===== config.mk =====
export PLATFORM = sky130hd
export DESIGN_NAME = alternate_ones_zeros_detector
export DESIGN_NICKNAME = d
export VERILOG_FILES = /design/src/rtl/alternate_ones_zeros_detector.sv
export SDC_FILE = /design/constraint.sdc
export NUM_CORES = 1
export LEC_CHECK = 0
export ABC_CLOCK_PERIOD_IN_PS = 900
export CAP_MARGIN = 20
export CORE_AREA = 2 2 39 41
export CTS_BUF_LIST = sky130_fd_sc_hd__clkbuf_4
export DETAILED_ROUTE_END_ITERATION = 12
export DIE_AREA = 0 0 41 43
export PLACE_DENSITY_LB_ADDON = 0.3
export SYNTH_ARGS = -nofsm -noshare
export SYNTH_HDL_FRONTEND = slang
export SYNTH_SLANG_ARGS = --single-unit

===== constraint.sdc =====
create_clock -name clk -period 0.9 [get_ports clk]
set_input_delay 0.18 -clock clk [delete_from_list [all_inputs] [get_ports clk]]
set_output_delay 0.18 -clock clk [all_outputs]
set_load 0.1 [all_outputs]

===== src/rtl/alternate_ones_zeros_detector.sv =====
// Serial toggle checker: y_o is a registered flag that is high while the most
// recent LEN samples of x_i strictly alternate (...0101 or ...1010).
module alternate_ones_zeros_detector #(
  parameter  int LEN   = 3,
  localparam int CNT_W = $clog2(LEN + 1)
) (
  input  logic clk,
  input  logic reset,
  input  logic x_i,
  output logic y_o
);

  typedef enum logic {
    IDLE  = 1'b0,
    TRACK = 1'b1
  } state_t;

  localparam logic [CNT_W-1:0] RUN_MAX = CNT_W'(LEN);
  localparam logic [CNT_W-1:0] RUN_ONE = CNT_W'(1);

  state_t           state_q, state_d;
  logic [CNT_W-1:0] run_q, run_d;
  logic             prev_q, prev_d;
  logic             y_d;

  always_ff @(posedge clk or negedge reset) begin
    if (!reset) begin
      state_q <= IDLE;
      run_q   <= '0;
      prev_q  <= 1'b0;
      y_o     <= 1'b0;
    end else begin
      state_q <= state_d;
      run_q   <= run_d;
      prev_q  <= prev_d;
      y_o     <= y_d;
    end
  end

  // The run saturates at LEN so a long alternating stream keeps y_o high
  // without the counter wrapping; a repeated bit starts a new run of one.
  always_comb begin
    state_d = state_q;
    run_d   = run_q;
    prev_d  = x_i;
    y_d     = 1'b0;
    unique case (state_q)
      IDLE: begin
        run_d   = RUN_ONE;
        state_d = TRACK;
      end
      TRACK: begin
        if (x_i != prev_q) begin
          run_d = (run_q == RUN_MAX) ? RUN_MAX : run_q + RUN_ONE;
        end else begin
          run_d = RUN_ONE;
        end
      end
      default: begin
        run_d   = RUN_ONE;
        state_d = TRACK;
      end
    endcase
    y_d = (run_d == RUN_MAX);
  end

endmodule


==> flow_summary.html <==
<table>
<tr><th>Metric</th><th>Value</th></tr>
<tr><th colspan="2">Run status</th></tr>
<tr><td>Run status</td><td>finished, violations left</td></tr>
<tr><td>Violated checks</td><td>setup timing</td></tr>
<tr><th colspan="2">Critical path</th></tr>
<tr><td>Critical path capture point type</td><td>primary output</td></tr>
<tr><td>Worst path cell trace</td><td>buf_12</td></tr>
<tr><td>Critical path depth in cells</td><td>1</td></tr>
<tr><td>Critical Path Fanout Max</td><td>1</td></tr>
<tr><td>Critical path's largest stage delay</td><td>approximately 400 ps</td></tr>
<tr><td>CP max-delay cell</td><td>sky130_fd_sc_hd__dfrtp_2</td></tr>
<tr><td>Critical path required time</td><td>roughly 720 ps</td></tr>
<tr><td>Cell family contributing the most delay on the critical path</td><td>flip-flops</td></tr>
<tr><td>Worst setup path category</td><td>reg -&gt; out</td></tr>
<tr><td>Number of buffer and inverter instances along the worst setup path</td><td>1</td></tr>
<tr><td>Worst r2r path cells</td><td>2</td></tr>
<tr><td>Critical Path Source Type</td><td>register</td></tr>
<tr><td>Arrival time at the worst endpoint</td><td>810 ps</td></tr>
<tr><th colspan="2">Finish</th></tr>
<tr><td>Final std cell area, no fill</td><td>264 um2</td></tr>
<tr><td>Final antenna diode count</td><td>0</td></tr>
<tr><td>Fraction of layout instances using a drive strength above 1</td><td>0.412</td></tr>
<tr><td>Commonest cells after routing, fill and taps aside</td><td>sky130_fd_sc_hd__clkbuf_4 (4), sky130_fd_sc_hd__dfrtp_1 (4)</td></tr>
<tr><td>Nets@finish</td><td>21</td></tr>
<tr><td>Fillers</td><td>155</td></tr>
<tr><td>Area growth from synthesis to final layout</td><td>62.3%</td></tr>
<tr><th colspan="2">STA</th></tr>
<tr><td>Final Worst Setup Slack</td><td>-93.5 ps</td></tr>
<tr><td>Setup total negative slack</td><td>-93.5 ps</td></tr>
<tr><td>Highest clock rate</td><td>1010 MHz</td></tr>
<tr><td>Unrepaired setup endpoints after global routing</td><td>yes</td></tr>
<tr><td>Clock tree skew after final layout</td><td>~5.8 ps</td></tr>
<tr><td>Max-slew violation count</td><td>0</td></tr>
<tr><td>Portion of the clock cycle consumed by the worst path in the final layout</td><td>1.10</td></tr>
<tr><td>Endpoints failing hold</td><td>0</td></tr>
<tr><td>Min cycle time layout</td><td>about 990 ps</td></tr>
<tr><td>Final setup violation count</td><td>1</td></tr>
<tr><th colspan="2">Place</th></tr>
<tr><td>Placed cell area</td><td>around 220 um2</td></tr>
<tr><td>RePlAce Congestion</td><td>~0.55</td></tr>
<tr><td>Setup slack at placement</td><td>-259 ps</td></tr>
<tr><td>Number of port buffers</td><td>3</td></tr>
<tr><td>Sum of net half-perimeters after detailed placement</td><td>roughly 180 um</td></tr>
<tr><th colspan="2">Die</th></tr>
<tr><td>Die area</td><td>roughly 1800 um2</td></tr>
<tr><td>Initial core utilization</td><td>0.118</td></tr>
<tr><td>Std-Cell Rows</td><td>14</td></tr>
<tr><td>Chip height</td><td>approximately 43 um</td></tr>
<tr><td>Overall die width</td><td>approximately 40 um</td></tr>
<tr><td>Floorplan core area</td><td>roughly 1400 um2</td></tr>
<tr><td>Number of primary I/O pins</td><td>4</td></tr>
<tr><th colspan="2">Pwr</th></tr>
<tr><td>Power density relative to cell area</td><td>2210 nW/um2</td></tr>
<tr><td>Worst ir drop on vdd</td><td>991 uV</td></tr>
<tr><td>Leakage component of the power</td><td>approximately 0.13 nW</td></tr>
<tr><th colspan="2">Yosys</th></tr>
<tr><td>Number of unique standard cell types used by synthesis</td><td>6</td></tr>
<tr><td>Fraction of synthesis flops using an asynchronous set or reset pin</td><td>1.00</td></tr>
<tr><td>Synthesized area per cell</td><td>around 16 um2</td></tr>
<tr><td>Count of synthesis-stage warnings from yosys</td><td>0</td></tr>
<tr><td>Cell Area, Synth</td><td>roughly 160 um2</td></tr>
<tr><td>Number of storage elements in the synthesis netlist</td><td>5</td></tr>
<tr><td>Most used flip-flop cell after synthesis</td><td>sky130_fd_sc_hd__dfrtp_1</td></tr>
<tr><td>Cell type with the largest total area after synthesis</td><td>sky130_fd_sc_hd__dfrtp_1</td></tr>
<tr><td>Synthesized netlist net count</td><td>13</td></tr>
<tr><td>Fraction of the yosys area taken by sequential cells</td><td>0.769</td></tr>
<tr><td>Leading post-synthesis cells by cell area</td><td>sky130_fd_sc_hd__dfrtp_1 (77%), sky130_fd_sc_hd__o211a_1 (6.2%), sky130_fd_sc_hd__nand4b_1 (5.4%)</td></tr>
<tr><td>Share of the synthesized area in the top cell type</td><td>0.769</td></tr>
<tr><td>Number of cells produced by synthesis</td><td>10</td></tr>
<tr><td>Number of enable flip-flop cells after synthesis</td><td>0</td></tr>
<tr><td>Most instantiated library cell after synthesis</td><td>sky130_fd_sc_hd__dfrtp_1</td></tr>
<tr><th colspan="2">Global routing</th></tr>
<tr><td>Global-route wire length before repair</td><td>about 510 um</td></tr>
<tr><td>Number of global-route vias before repair</td><td>127</td></tr>
<tr><td>Largest net degree at the start of global routing</td><td>6</td></tr>
<tr><td>Total gr overflow</td><td>0</td></tr>
<tr><td>GR Util All Layers</td><td>0.0485</td></tr>
<tr><td>Initial antenna violation count</td><td>0</td></tr>
<tr><th colspan="2">Hold path</th></tr>
<tr><td>Number of cells traversed by the worst hold path</td><td>1</td></tr>
<tr><td>Worst hold-check path type</td><td>in -&gt; reg</td></tr>
<tr><th colspan="2">Clock network</th></tr>
<tr><td>Buffers from clock root to sink, at most</td><td>2</td></tr>
<tr><td>Num CTS Buffers</td><td>3</td></tr>
<tr><td>Sinks on the clock net</td><td>5</td></tr>
<tr><td>Clock tree from TritonCTS</td><td>done</td></tr>
<tr><td>Root Buffer Master</td><td>sky130_fd_sc_hd__clkbuf_4</td></tr>
<tr><td>Clk pin slew, worst setup/hold paths</td><td>roughly 50 ps</td></tr>
<tr><td>Clk Latency, worst-skew pair</td><td>between 200 and 250 ps</td></tr>
<tr><td>H-tree Lvls</td><td>1</td></tr>
<tr><th colspan="2">Route</th></tr>
<tr><td>Met2 wire len</td><td>115 um</td></tr>
<tr><td>Metal-1 WL</td><td>approximately 140 um</td></tr>
<tr><td>Routed wire length on met3</td><td>about 19 um</td></tr>
<tr><td>DRC</td><td>0</td></tr>
<tr><td>Drt wl/cell</td><td>8.36 um</td></tr>
<tr><td>Total detailed-routing wirelength</td><td>276 um</td></tr>
<tr><td>Number of vias after detailed routing</td><td>between 90 and 100</td></tr>
<tr><td>Number of antenna-violating nets in the routed design</td><td>0</td></tr>
<tr><td>Via density per instance</td><td>2.94</td></tr>
<tr><td>Iteration-0 DRC count of the detailed router</td><td>1</td></tr>
<tr><td>First-pass detailed-route iteration total</td><td>2</td></tr>
<tr><td>DR top layer</td><td>met3</td></tr>
<tr><th colspan="2">Flow run</th></tr>
<tr><td>Max cap viols</td><td>0</td></tr>
</table>
sequential cells by signal (all words and copies together), names as in the netlist:
name     cells
run_q        2
prev_q       1
state_q      1
y_o          1
report_power, final:
part	switching (W)	internal, W	total, W
sequential	0.0000105	0.000240	0.000251
combinational	0.0000256	0.0000229	0.0000485
clock	0.0000866	0.000197	0.000284
routing by layer:
metal	vias to the layer above	GRT usage
met1	47	0.0461
li1	46	-
met4	0	0.0200
met5	-	0
met3	0	0.0628
met2	4	0.0594
kinds of logic (layout without fill, tap and decap cells):
family	after synthesis	count (layout)	synth area share
flip-flops	5	5	0.769
AND/OR/NAND/NOR	2	2	0.0923
other	1	1	0.0231
AO/OA/AOI/OAI	1	1	0.0615
XOR/XNOR	1	1	0.0539
buffers and inverters	0	7	0
layout make-up:
cell class | instances | area (um2) | area share
timing repair buffer | 3 | 42.5 | 0.161
sequential | 5 | 126 | 0.479
tap | 16 | 20.0 | 0.0758
clock buffer | 4 | 30.0 | 0.114
multi-input combinational | 5 | 45.0 | 0.171
per-stage QoR:
stage	util	power (W)	hold slack [ps]	cells
after floorplan	-	0.000274	-116	10
after global placement	0.162	0.000296	408	29
after detailed placement	0.162	0.000300	414	29
after CTS	0.189	0.000599	155	33
after global routing	0.191	0.000624	154	33
final	0.191	0.000583	150	33
final timing paths:
| kind | end | startpoint | slack [ps] |
|---|---|---|---|
| worst max-delay path | y_o | y_o | -90 |
| worst min-delay path | prev_q | x_i | 150 |
| worst max register to register | y_o | prev_q | 60 |
| worst min register to register | run_q[0] | run_q[0] | 490 |
| max in group asynchronous | y_o | reset | 540 |
| min in group asynchronous | run_q[0] | reset | 160 |
timing repair:
action | in CTS | in global routing
hold buffers | 0 | 0
gates resized for setup | 1 | 1
setup endpoints to repair | 2 | 4
setup buffers | 0 | 0
pin swaps | 0 | 1
Power figures use the tool's default switching activity.
